[config.mk]
export PLATFORM = sky130hd
export DESIGN_NAME = truth_table_sweeper
export DESIGN_NICKNAME = d
export VERILOG_FILES = /design/src/rtl/tt_pkg.sv /design/src/rtl/sync2.sv /design/src/rtl/truth_table_sweeper.sv
export SDC_FILE = /design/constraint.sdc
export NUM_CORES = 1
export LEC_CHECK = 0
export BUFFER_PORTS_ARGS = -buffer_cell sky130_fd_sc_hd__buf_4
export CAP_MARGIN = 20
export CORE_MARGIN = 2
export CORE_UTILIZATION = 57
export CTS_BUF_LIST = sky130_fd_sc_hd__clkbuf_8 sky130_fd_sc_hd__clkbuf_16
export CTS_CLUSTER_DIAMETER = 120
export DETAILED_ROUTE_END_ITERATION = 8
export MAX_ROUTING_LAYER = met4
export PLACE_DENSITY = 0.89
export SKIP_LAST_GASP = 1
export SLEW_MARGIN = 40
export SYNTH_ARGS = -nofsm -noshare
export SYNTH_HDL_FRONTEND = slang
export SYNTH_SLANG_ARGS = --single-unit
[constraint.sdc]
create_clock -name clk -period 2.6 [get_ports clk]
set_input_delay 0.78 -clock clk [delete_from_list [all_inputs] [get_ports clk]]
set_output_delay 0.78 -clock clk [all_outputs]
set_load 0.02 [all_outputs]
[src/rtl/tt_pkg.sv]
// Shared types and helpers for the 3-input truth-table sweeper.
package tt_pkg;

    localparam int TT_WIDTH = 8;
    localparam int N_INPUTS = 3;

    typedef enum logic [1:0] {
        IDLE   = 2'd0,
        DRIVE  = 2'd1,
        SAMPLE = 2'd2,
        DONE   = 2'd3
    } state_t;

    // Row 000 lands in the MSB of the truth-table code.
    function automatic logic [N_INPUTS-1:0] tt_bit_idx(input logic [N_INPUTS-1:0] row);
        return N_INPUTS'(TT_WIDTH - 1) - row;
    endfunction

endpackage

[src/rtl/sync2.sv]
// Two-flop synchronizer for a single asynchronous input bit.
module sync2 (
    input  logic clk,
    input  logic rst_n,
    input  logic d,
    output logic q
);

    logic meta_p0;
    logic sync_p1;

    always_ff @(posedge clk) begin
        if (!rst_n) begin
            meta_p0 <= 1'b0;
            sync_p1 <= 1'b0;
        end else begin
            meta_p0 <= d;
            sync_p1 <= meta_p0;
        end
    end

    assign q = sync_p1;

endmodule

[src/rtl/truth_table_sweeper.sv]
// Drives a 3-input gate through all eight input rows, samples its output after a
// settle time, and assembles and checks the measured truth-table code.
module truth_table_sweeper
    import tt_pkg::*;
#(
    parameter int SETTLE_CYCLES = 4
) (
    input  logic                clk,
    input  logic                rst_n,
    input  logic                start,
    input  logic                abort,
    input  logic [TT_WIDTH-1:0] expected,
    output logic [N_INPUTS-1:0] dut_in,
    input  logic                dut_out,
    output logic                busy,
    output logic                done,
    output logic [TT_WIDTH-1:0] table_out,
    output logic                pass
);

    localparam logic [7:0]          SETTLE_LAST = 8'(SETTLE_CYCLES - 1);
    localparam logic [N_INPUTS-1:0] LAST_ROW    = N_INPUTS'(TT_WIDTH - 1);

    state_t              state, state_nxt;
    logic [N_INPUTS-1:0] idx, idx_nxt;
    logic [7:0]          cnt, cnt_nxt;
    logic [TT_WIDTH-1:0] exp_q, exp_nxt;
    logic [TT_WIDTH-1:0] table_q, table_nxt;
    logic                pass_q, pass_nxt;
    logic [N_INPUTS-1:0] dut_in_q, dut_in_nxt;
    logic                dut_out_s;

    sync2 u_sync2 (
        .clk   (clk),
        .rst_n (rst_n),
        .d     (dut_out),
        .q     (dut_out_s)
    );

    always_comb begin
        state_nxt  = state;
        idx_nxt    = idx;
        cnt_nxt    = cnt;
        exp_nxt    = exp_q;
        table_nxt  = table_q;
        pass_nxt   = pass_q;
        dut_in_nxt = '0;

        case (state)
            IDLE: begin
                if (start) begin
                    state_nxt = DRIVE;
                    exp_nxt   = expected;
                    table_nxt = '0;
                    pass_nxt  = 1'b0;
                    idx_nxt   = '0;
                    cnt_nxt   = '0;
                end
            end

            DRIVE: begin
                if (abort) begin
                    state_nxt = IDLE;
                    pass_nxt  = 1'b0;
                end else begin
                    dut_in_nxt = idx;
                    if (cnt == SETTLE_LAST) begin
                        state_nxt = SAMPLE;
                    end else begin
                        cnt_nxt = cnt + 8'd1;
                    end
                end
            end

            SAMPLE: begin
                if (abort) begin
                    state_nxt = IDLE;
                    pass_nxt  = 1'b0;
                end else begin
                    table_nxt[tt_bit_idx(idx)] = dut_out_s;
                    if (idx == LAST_ROW) begin
                        state_nxt = DONE;
                        // Registered here so pass is already valid during the done pulse.
                        pass_nxt  = (table_nxt == exp_q);
                    end else begin
                        state_nxt  = DRIVE;
                        idx_nxt    = idx + 1'b1;
                        cnt_nxt    = '0;
                        dut_in_nxt = idx + 1'b1;
                    end
                end
            end

            DONE: begin
                state_nxt = IDLE;
            end

            default: begin
                state_nxt = IDLE;
            end
        endcase
    end

    always_ff @(posedge clk) begin
        if (!rst_n) begin
            state    <= IDLE;
            idx      <= '0;
            cnt      <= '0;
            exp_q    <= '0;
            table_q  <= '0;
            pass_q   <= 1'b0;
            dut_in_q <= '0;
        end else begin
            state    <= state_nxt;
            idx      <= idx_nxt;
            cnt      <= cnt_nxt;
            exp_q    <= exp_nxt;
            table_q  <= table_nxt;
            pass_q   <= pass_nxt;
            dut_in_q <= dut_in_nxt;
        end
    end

    assign dut_in    = dut_in_q;
    assign busy      = (state != IDLE);
    assign done      = (state == DONE);
    assign table_out = table_q;
    assign pass      = pass_q;

endmodule
==> impl_metrics.env <==
export IMPL_setup_tns_final_ns=0
export IMPL_start_util=0.595
export IMPL_synthSimpleGateAreaFrac=0.267
export IMPL_critPathLaunchType="flip-flop"
export IMPL_synth_nets=252
export IMPL_slew_headroom=0.608
export IMPL_power_density_nw_per_um2=540
export IMPL_synthMuxAreaShare=0.0300
export IMPL_antenna_left=0
export IMPL_hpwlAfterDp_mm=3.07
export IMPL_crit_family="adder cells"
export IMPL_clk_pin_slew_ns=0.07
export IMPL_finalHoldViolCount=0
export IMPL_row_count=21
export IMPL_drt_total_wl_mm=4.29
export IMPL_cts_buffers=5
export IMPL_final_nets=275
export IMPL_fillCellCount=283
export IMPL_status="finished, final reports clean"
export IMPL_p_clk_frac=0.390
export IMPL_hold_class="reg2reg"
export IMPL_synthAdderAreaFrac=0.0500
export IMPL_rsz0062_at_grt="false"
export IMPL_first_pass_iters=4
export IMPL_yosysTopAreaCell="dfxtp_1"
export IMPL_worstPathCellList="inv_1 > ha_1 > inv_1 > buf_4"
export IMPL_synth_top_area_share=0.350
export IMPL_ir_drop_mv=0.368
export IMPL_period_needed_ns=2.27
export IMPL_globalRouteOverflowTotal=0
export IMPL_yosysWarnings=0
export IMPL_drv_cap=0
export IMPL_tightest_slew_ns=0.585
export IMPL_total_power_mw=1.25
export IMPL_ctsResizeCount=0
export IMPL_final_layout_size_suffix_gt1_frac=0.169
export IMPL_internal_power_mw=0.918
export IMPL_placed_cell_area_um2=2210
export IMPL_fin_skew_ns=0.00807
export IMPL_cts_tree="yes"
export IMPL_ys_seq_elements=35
export IMPL_grt_pass1_vias=1600
export IMPL_gp_congestion=0.867
export IMPL_fin_crit_sh=0.874
export IMPL_cts_max_path_buffers=2
export IMPL_viasPerCell=5.84
export IMPL_multiInputGateArea_um2=1210
export IMPL_worstReg2RegStart="idx[1]"
export IMPL_fin_ws_ns=0.328
export IMPL_leakage_nw=0.871
export IMPL_cp_slowest_stage_delay_ns=0.49
export IMPL_yosysMostFrequentCell="dfxtp_1"
export IMPL_max_freq_ghz=0.440
export IMPL_synth_cell_type_count=48
export IMPL_grt_total_usage=0.240
export IMPL_drcViolationCount=0
export IMPL_synth_commonest_cells="dfxtp_1 (35), nand2_1 (18), nor2_1 (14)"
export IMPL_crit_buf_inv=3
export IMPL_pre_cts_ws_ns=0.427
export IMPL_diodes=0
export IMPL_synth_top_family_by_area="simple AND/OR/NAND/NOR gates"
export IMPL_clkLatencyLatePin_ns=0.30
export IMPL_synth_edf_count=0
export IMPL_root_buffer="clkbuf_8"
export IMPL_grt_pass1_wl_mm=7.40
export IMPL_switching_share=0.268
export IMPL_hold_path_startpoint="u_sync2.meta_p0"
export IMPL_ys_top_cells_by_area="dfxtp_1 (35%), ha_1 (5.0%), a22oi_1 (4.1%)"
export IMPL_avgSynthCellArea_um2=8.67
export IMPL_die_w_um=63.3
export IMPL_setup_viol=0
export IMPL_combPwrFrac=0.156
export IMPL_crit_top_cell="inv_1"
export IMPL_initialDrtViolationCount=76
export IMPL_fin_area_um2=2320
export IMPL_post_drt_wl_per_cell_um=14.3
export IMPL_syn2layout_area_growth_pct=15.9
export IMPL_end_kind="primary output"
export IMPL_async_flop_share=0
export IMPL_cp_arrival_ns=1.49
export IMPL_ys_seq_area_frac=0.350
export IMPL_die_area_um2=4000
export IMPL_cp_required_ns=1.82
export IMPL_cts_max_level=2
export IMPL_io_buffers=26
export IMPL_switchingPower_mw=0.336
export IMPL_synthesis_area_um2=2000
export IMPL_synth_compound_area_share=0.198
export IMPL_critPathKind="reg2out"
export IMPL_postCtsSetupBuffers=0
export IMPL_clock_sinks=35
export IMPL_antenna_found_initial=0
export IMPL_slew_viol_final=0
export IMPL_register_area_um2=701
export IMPL_ios=27
export IMPL_slowest_stage="ha_1"
export IMPL_core_um2=3360
export IMPL_crit_start="state[0]"
export IMPL_vias=1759
export IMPL_die_h_um=63.3
export IMPL_cts_hold_fix_buffers=0
export IMPL_synth_xor_area_frac=0.0569
export IMPL_seq_power_share=0.454
export IMPL_syn_inst=231
export IMPL_grt_max_degree=30
export IMPL_crit_fanout=15
export IMPL_synth_ff_type="dfxtp_1"
==> worst paths after layout <==
| kind | slack (ns) | cells past startpoint | to |
|---|---|---|---|
| worst min-delay path | 0.46 | 1 | u_sync2.q |
| worst min register to register | 0.46 | 1 | u_sync2.q |
| worst max-delay path | 0.33 | 4 | busy |
| worst max register to register | 0.40 | 7 | cnt[2] |
==> sequential cells by signal (all words and copies together), names as in the netlist <==
signal,count
table_out,8
cnt,8
u_sync2.q,1
pass,1
exp_q,8
idx,3
dut_in,3
state,2
u_sync2.meta_p0,1
==> routing by layer <==
layer  up-vias  track usage  share of wire
li1        879            -              -
met5         -            -              0
met4         0       0.0842          0.016
met1       818        0.301           0.47
met3         8       0.0625          0.054
met2        54        0.376           0.46
==> per-stage QoR <==
stage                     utilization  hold slack, ns  std cells
after global placement          0.657           0.416        293
after global routing            0.690           0.482        301
after detailed placement        0.657           0.439        293
final                           0.690           0.460        301
after floorplan                     -           0.412        231
after CTS                       0.690           0.458        301
==> worst reg2reg max path, stage by stage, from the launching register on <==
cell,delay [ns]
dfxtp_1,0.43
ha_1,0.24
ha_1,0.25
o21a_1,0.22
nor2_1,0.20
o21ai_0,0.22
o21ai_1,0.43
nor2_1,0.09
==> final cells by class <==
type	count	area share
Tap cell	46	0.0248
Clock buffer	5	0.0296
Inverter	7	0.0113
Multi-Input combinational cell	176	0.520
Clock inverter	3	0.0189
Timing Repair Buffer	29	0.0938
Sequential cell	35	0.302
==> power groups by stage <==
stage	clock network [mW]	logic, mW	registers (mW)
after CTS	0.499	0.195	0.569
after global placement	0	0.189	0.580
after detailed placement	0	0.194	0.581
after global routing	0.534	0.217	0.572
after floorplan	0	0.145	0.575
final	0.489	0.196	0.570
==> cell families (layout without fill, tap and decap cells) <==
group                    after synthesis  count (layout)
AO/OA/AOI/OAI                         55              55
XOR/XNOR                              13              13
adder cells (fa/ha/maj)                8               8
buffers and inverters                 20              44
flip-flops                            35              35
multiplexers                           6               6
AND/OR/NAND/NOR                       94              94
==> placed cells by master (no fill, tap or decap), types with 4 or more instances in the layout <==
cell type,Yosys,final
dfxtp_1,35,35
buf_4,0,29
nand2_1,18,18
nor2_1,14,14
nand3_1,13,13
a22oi_1,11,11
nor2b_1,11,11
o21ai_0,10,10
a21boi_0,8,8
ha_1,8,8
inv_1,7,7
nor3b_1,7,7
xor2_1,7,7
nand2b_1,6,6
xnor2_1,6,6
mux2i_1,6,6
clkbuf_8,1,5
a211oi_1,4,4
a21oi_1,4,4
No activity file was read; power rests on OpenSTA's default activity.
